File: src/rtl/pipe_hazard_ctrl.sv
// Hazard and pipeline-control unit for the five-stage core: load-use stalls,
// EX-resolved redirects, data-RAM wait freeze with timeout, and perf counters.
module pipe_hazard_ctrl #(
  parameter int MEM_TIMEOUT = 64,
  parameter int CNT_W       = 32
) (
  input  logic             clk,
  input  logic             rst,
  input  logic [4:0]       id_rs1_addr,
  input  logic [4:0]       id_rs2_addr,
  input  logic             id_uses_rs1,
  input  logic             id_uses_rs2,
  input  logic [4:0]       ex_rd_addr,
  input  logic             ex_write_reg_enable,
  input  logic [2:0]       ex_load_ram_flag,
  input  logic             ex_branch_taken,
  input  logic [31:0]      ex_branch_target,
  input  logic             mem_req,
  input  logic             mem_ready,
  output logic             pc_pause,
  output logic             if_id_pause,
  output logic             if_id_flush,
  output logic             id_ex_hold,
  output logic             id_ex_flush,
  output logic             ex_mem_hold,
  output logic             mem_wb_flush,
  output logic             redirect_valid,
  output logic [31:0]      redirect_pc,
  output logic             mem_timeout_err,
  output logic [CNT_W-1:0] stall_cnt,
  output logic [CNT_W-1:0] flush_cnt,
  output logic [1:0]       dbg_state
);

  typedef enum logic [1:0] {
    ST_RUN      = 2'd0,
    ST_MEM_WAIT = 2'd1,
    ST_ERR      = 2'd2
  } state_t;

  localparam int WAIT_W = $clog2(MEM_TIMEOUT);
  localparam logic [WAIT_W-1:0] WAIT_LAST = WAIT_W'(MEM_TIMEOUT - 1);
  localparam logic [WAIT_W-1:0] WAIT_ONE  = WAIT_W'(1);
  localparam logic [CNT_W-1:0]  CNT_ONE   = CNT_W'(1);

  state_t            state;
  logic [WAIT_W-1:0] wait_cnt;

  logic lu_match;
  logic mem_stall;
  logic decode_en;
  logic take_branch;
  logic load_use;

  assign lu_match = (ex_load_ram_flag != 3'd0) && ex_write_reg_enable &&
                    (ex_rd_addr != 5'd0) &&
                    ((id_uses_rs1 && (id_rs1_addr == ex_rd_addr)) ||
                     (id_uses_rs2 && (id_rs2_addr == ex_rd_addr)));

  // Decode runs in RUN and in the MEM_WAIT cycle where the RAM finally answers.
  always_comb begin
    mem_stall = 1'b0;
    case (state)
      ST_RUN:      mem_stall = mem_req & ~mem_ready;
      ST_MEM_WAIT: mem_stall = ~mem_ready;
      default:     mem_stall = 1'b1;
    endcase
    decode_en   = (state != ST_ERR) & ~mem_stall;
    take_branch = decode_en & ex_branch_taken;
    // Branch wins over load-use: the ID instruction is on the wrong path.
    load_use    = decode_en & ~ex_branch_taken & lu_match;
  end

  assign pc_pause       = rst & (mem_stall | load_use);
  assign if_id_pause    = rst & (mem_stall | load_use);
  assign if_id_flush    = rst & take_branch;
  assign id_ex_hold     = rst & mem_stall;
  assign id_ex_flush    = rst & (take_branch | load_use);
  assign ex_mem_hold    = rst & mem_stall;
  assign mem_wb_flush   = rst & mem_stall;
  assign redirect_valid = rst & take_branch;
  assign redirect_pc    = (rst & take_branch) ? ex_branch_target : 32'd0;
  assign dbg_state      = state;

  // The RUN cycle that first sees the stall is wait cycle 0, so MEM_WAIT starts at 1.
  always_ff @(posedge clk or negedge rst) begin
    if (!rst) begin
      state           <= ST_RUN;
      wait_cnt        <= '0;
      mem_timeout_err <= 1'b0;
      stall_cnt       <= '0;
      flush_cnt       <= '0;
    end else begin
      case (state)
        ST_RUN: begin
          if (mem_stall) begin
            state    <= ST_MEM_WAIT;
            wait_cnt <= WAIT_ONE;
          end
        end
        ST_MEM_WAIT: begin
          if (mem_ready) begin
            state    <= ST_RUN;
            wait_cnt <= '0;
          end else if (wait_cnt == WAIT_LAST) begin
            state           <= ST_ERR;
            mem_timeout_err <= 1'b1;
          end else begin
            wait_cnt <= wait_cnt + WAIT_ONE;
          end
        end
        default: state <= ST_ERR;
      endcase

      if (pc_pause && (stall_cnt != {CNT_W{1'b1}}))
        stall_cnt <= stall_cnt + CNT_ONE;
      if (redirect_valid && (flush_cnt != {CNT_W{1'b1}}))
        flush_cnt <= flush_cnt + CNT_ONE;
    end
  end

endmodule

File: config.mk
export PLATFORM = sky130hd
export DESIGN_NAME = pipe_hazard_ctrl
export DESIGN_NICKNAME = d
export VERILOG_FILES = /design/src/rtl/pipe_hazard_ctrl.sv
export SDC_FILE = /design/constraint.sdc
export NUM_CORES = 1
export LEC_CHECK = 0
export ABC_AREA = 1
export BUFFER_PORTS_ARGS = -buffer_cell sky130_fd_sc_hd__buf_2
export CAP_MARGIN = 20
export CORE_MARGIN = 4
export CORE_UTILIZATION = 30
export CTS_CLUSTER_DIAMETER = 60
export DETAILED_ROUTE_END_ITERATION = 12
export GPL_ROUTABILITY_DRIVEN = 0
export HOLD_SLACK_MARGIN = 0.12
export MAX_ROUTING_LAYER = met4
export PLACE_DENSITY = 0.5
export SYNTH_ARGS = -nofsm -noshare
export SYNTH_HDL_FRONTEND = slang
export SYNTH_SLANG_ARGS = --single-unit
export TNS_END_PERCENT = 1
File: constraint.sdc
create_clock -name clk -period 2.43 [get_ports clk]
set_clock_uncertainty 0.1 [all_clocks]
set_input_delay 0.1215 -clock clk [delete_from_list [all_inputs] [get_ports clk]]
set_output_delay 0.1215 -clock clk [all_outputs]
set_load 0.02 [all_outputs]
==> results.sh <==
export IMPL_track_usage_pct=17.2
export IMPL_synth_cell_type_count=32
export IMPL_drtIter0Drc=338
export IMPL_finalHoldViolations=0
export IMPL_htreeDepth=3
export IMPL_nets=1067
export IMPL_totalPowerFinal_mw=3.03
export IMPL_reg2regPathDepth=10
export IMPL_dieArea_um2=19600
export IMPL_drive_above_1_share_pct=21.1
export IMPL_initial_core_util_pct=30.5
export IMPL_p_leak_nw=3.71
export IMPL_grt_overflow=0
export IMPL_syn_area_per_cell_um2=6.28
export IMPL_antenna_cells=0
export IMPL_top_usage_layer="met2"
export IMPL_numPortBuffers=164
export IMPL_yosys_top_cells_count="nand2_1 (322), nor2_1 (127), inv_1 (104)"
export IMPL_path_max_fanout=18
export IMPL_endpoint_kind="output pin"
export IMPL_tightest_slew_ns=0.774
export IMPL_num_vias=5588
export IMPL_ios=165
export IMPL_grt_max_degree=58
export IMPL_wl_per_cell_um=13.1
export IMPL_crit_start="rst"
export IMPL_routed_wl_mm=16.2
export IMPL_ys_top_cells_by_area="dfrtp_1 (35%), nand2_1 (23%), nor2_1 (9.1%), inv_1 (7.5%), nand3_1 (5.9%)"
export IMPL_synth_edff_count=0
export IMPL_status="finished clean"
export IMPL_core_area_um2=17200
export IMPL_setup_violations=0
export IMPL_slew_violations=0
export IMPL_synthMostInstantiatedCell="nand2_1"
export IMPL_fin_setup_tns_ns=0
export IMPL_antenna_left=0
export IMPL_synth_top_area_cell="dfrtp_1"
export IMPL_syn_nets=894
export IMPL_syn_inst=833
export IMPL_final_cell_count_no_fill=1236
export IMPL_ys_warn_count=0
export IMPL_multi_input_area_um2=2860
export IMPL_cts_tree="yes"
export IMPL_syn_area_um2=5230
export IMPL_grtUsageMet2_pct=26.4
export IMPL_nFillCells=1911
export IMPL_post_dp_hpwl_mm=12.4
export IMPL_maxSlewHeadroom_pct=48.4
export IMPL_synth_top_area_share_pct=34.9
export IMPL_path_clk_slew_ns=0.06
export IMPL_antenna_found_initial=0
export IMPL_root_buffer="clkbuf_16"
export IMPL_fp_dieW_um=140
export IMPL_reg2reg_from="flush_cnt[1]"
export IMPL_postCtsSetupBuffers=0
export IMPL_grt_pass1_wl_mm=26.8
export IMPL_area_delta_synth_final_pct=27.0
export IMPL_r2r_slack_ns=0.37
export IMPL_path_class="in -> out"
export IMPL_grtUsageMet3_pct=2.70
export IMPL_finalCritPeriodShare_pct=92.2
export IMPL_clkSinkCount=73
export IMPL_vdd_ir_drop_max_v=0.000356
export IMPL_arrival_ns=2.02
export IMPL_ys_flop_type="dfrtp_1"
export IMPL_use_met1_pct=23.3
export IMPL_clk_latency_ns=0.35
export IMPL_grt_pass1_vias=5221
export IMPL_first_pass_iters=5
export IMPL_clock_fmax_mhz=446
export IMPL_die_y_um=140
export IMPL_cts_max_path_buffers=2
export IMPL_timing_rr_end="flush_cnt[5]"
export IMPL_min_period_ns=2.24
export IMPL_async_reset_ff_share_pct=100
export IMPL_regArea_um2=1830
export IMPL_cts_buffers=9
export IMPL_critical_path_endpoint="pc_pause"
export IMPL_drc_errors=0
export IMPL_cp_required_ns=2.21
export IMPL_synth_seq_cells=73
export IMPL_min_path_type="in -> reg"
export IMPL_routed_via_density=4.52
export IMPL_drv_cap=0
export IMPL_synth_seq_area_share_pct=34.9
export IMPL_critPathLaunchType="input port"
export IMPL_power_density_nw_per_um2=456
export IMPL_grt_setup_unrepaired="no"
export IMPL_dp_cells=1215
export IMPL_rows=48
stage by stage:
step / utilization, % / worst slack (ns) / hold slack, ns / area [um^2]
after floorplan: - / 0.378 / -0.274 / 5230
after global placement: 36.6 / 0.370 / -0.0885 / 6290
after detailed placement: 36.6 / 0.329 / -0.0847 / 6290
after CTS: 38.6 / 0.0861 / 0.175 / 6640
after global routing: 38.7 / 0.0148 / 0.263 / 6640
final: 38.7 / 0.189 / 0.196 / 6640
cell usage in the layout, fill, tap and decap left out, types with 2 or more instances in the layout:
master / Yosys / layout
buf_2: 5 / 163
nand3_2: 3 / 3
nand3b_1: 15 / 15
nor2_4: 2 / 3
xnor2_1: 8 / 8
xor2_1: 22 / 22
clkinvlp_4: 0 / 2
nand4_1: 6 / 6
nand2_2: 3 / 3
nor3b_1: 2 / 2
dfrtp_1: 73 / 73
clkbuf_16: 0 / 9
nand2_1: 322 / 322
inv_2: 3 / 3
buf_4: 6 / 15
o21a_1: 2 / 2
nor2_1: 127 / 127
clkinv_2: 0 / 2
nor2_2: 6 / 5
nand3_1: 62 / 62
ha_1: 3 / 3
dlygate4sd3_1: 0 / 5
inv_1: 104 / 104
o21ai_0: 13 / 13
o21ai_1: 13 / 13
nor3_1: 16 / 16
worst max-delay path, stage by stage:
cell and delay, ns:
dlygate4sd3_1 0.61, buf_4 0.16, inv_1 0.05, nor3b_1 0.18, nand3_1 0.14, nor2_1 0.11
nand2_1 0.10, nand2_2 0.11, buf_4 0.23, buf_2 0.20
registers in the layout (all words and copies together), names as in the netlist:
name / flops
mem_timeout_err: 1
dbg_state: 2
wait_cnt: 6
stall_cnt: 32
flush_cnt: 32
layout make-up:
type	instances	area share (%)
flip-flops and latches	73	27.5
multi-input cells	632	43.0
repair buffers	183	14.7
clock buffers	11	3.65
inverters	107	6.05
clock inverters	5	0.829
well taps	225	4.24
metal layers:
metal | up-vias | share of wire, %
met5 | - | 0
met4 | 0 | 1.9
met3 | 22 | 5.4
met2 | 178 | 43
met1 | 2494 | 49
li1 | 2894 | -
worst min path at each step:
stage,start,endpoint,slack [ns],depth (start not counted)
2_1_floorplan,rst,dbg_state[0],-0.27,0
3_3_place_gp,rst,dbg_state[0],-0.09,1
3_5_place_dp,rst,dbg_state[0],-0.08,1
4_1_cts,ex_branch_taken,flush_cnt[17],0.18,6
5_1_grt,ex_branch_taken,flush_cnt[17],0.26,6
6_report,ex_branch_taken,flush_cnt[17],0.20,6
where the power goes:
group | total [mW] | leakage, nW | switching, mW | internal (mW)
combinational | 0.341 | 2.62 | 0.209 | 0.133
clock | 1.38 | 0.142 | 0.563 | 0.821
sequential | 1.31 | 0.940 | 0.0560 | 1.25
kinds of logic after synthesis:
logic type,share of synthesized area (%)
xor gates and xnor gates,5.02
buffers and inverters,10.6
DFF,34.9
and+or+nand+nor,45.4
adders and majority gates,0.718
AOI/OAI and AO/OA,3.37
repair_timing:
action,in CTS,in global routing
gates resized for setup,0,1
hold buffers,5,0
endpoints found under the hold margin,19,0
setup endpoints to repair,0,33
(Power assumes the default switching activity.)
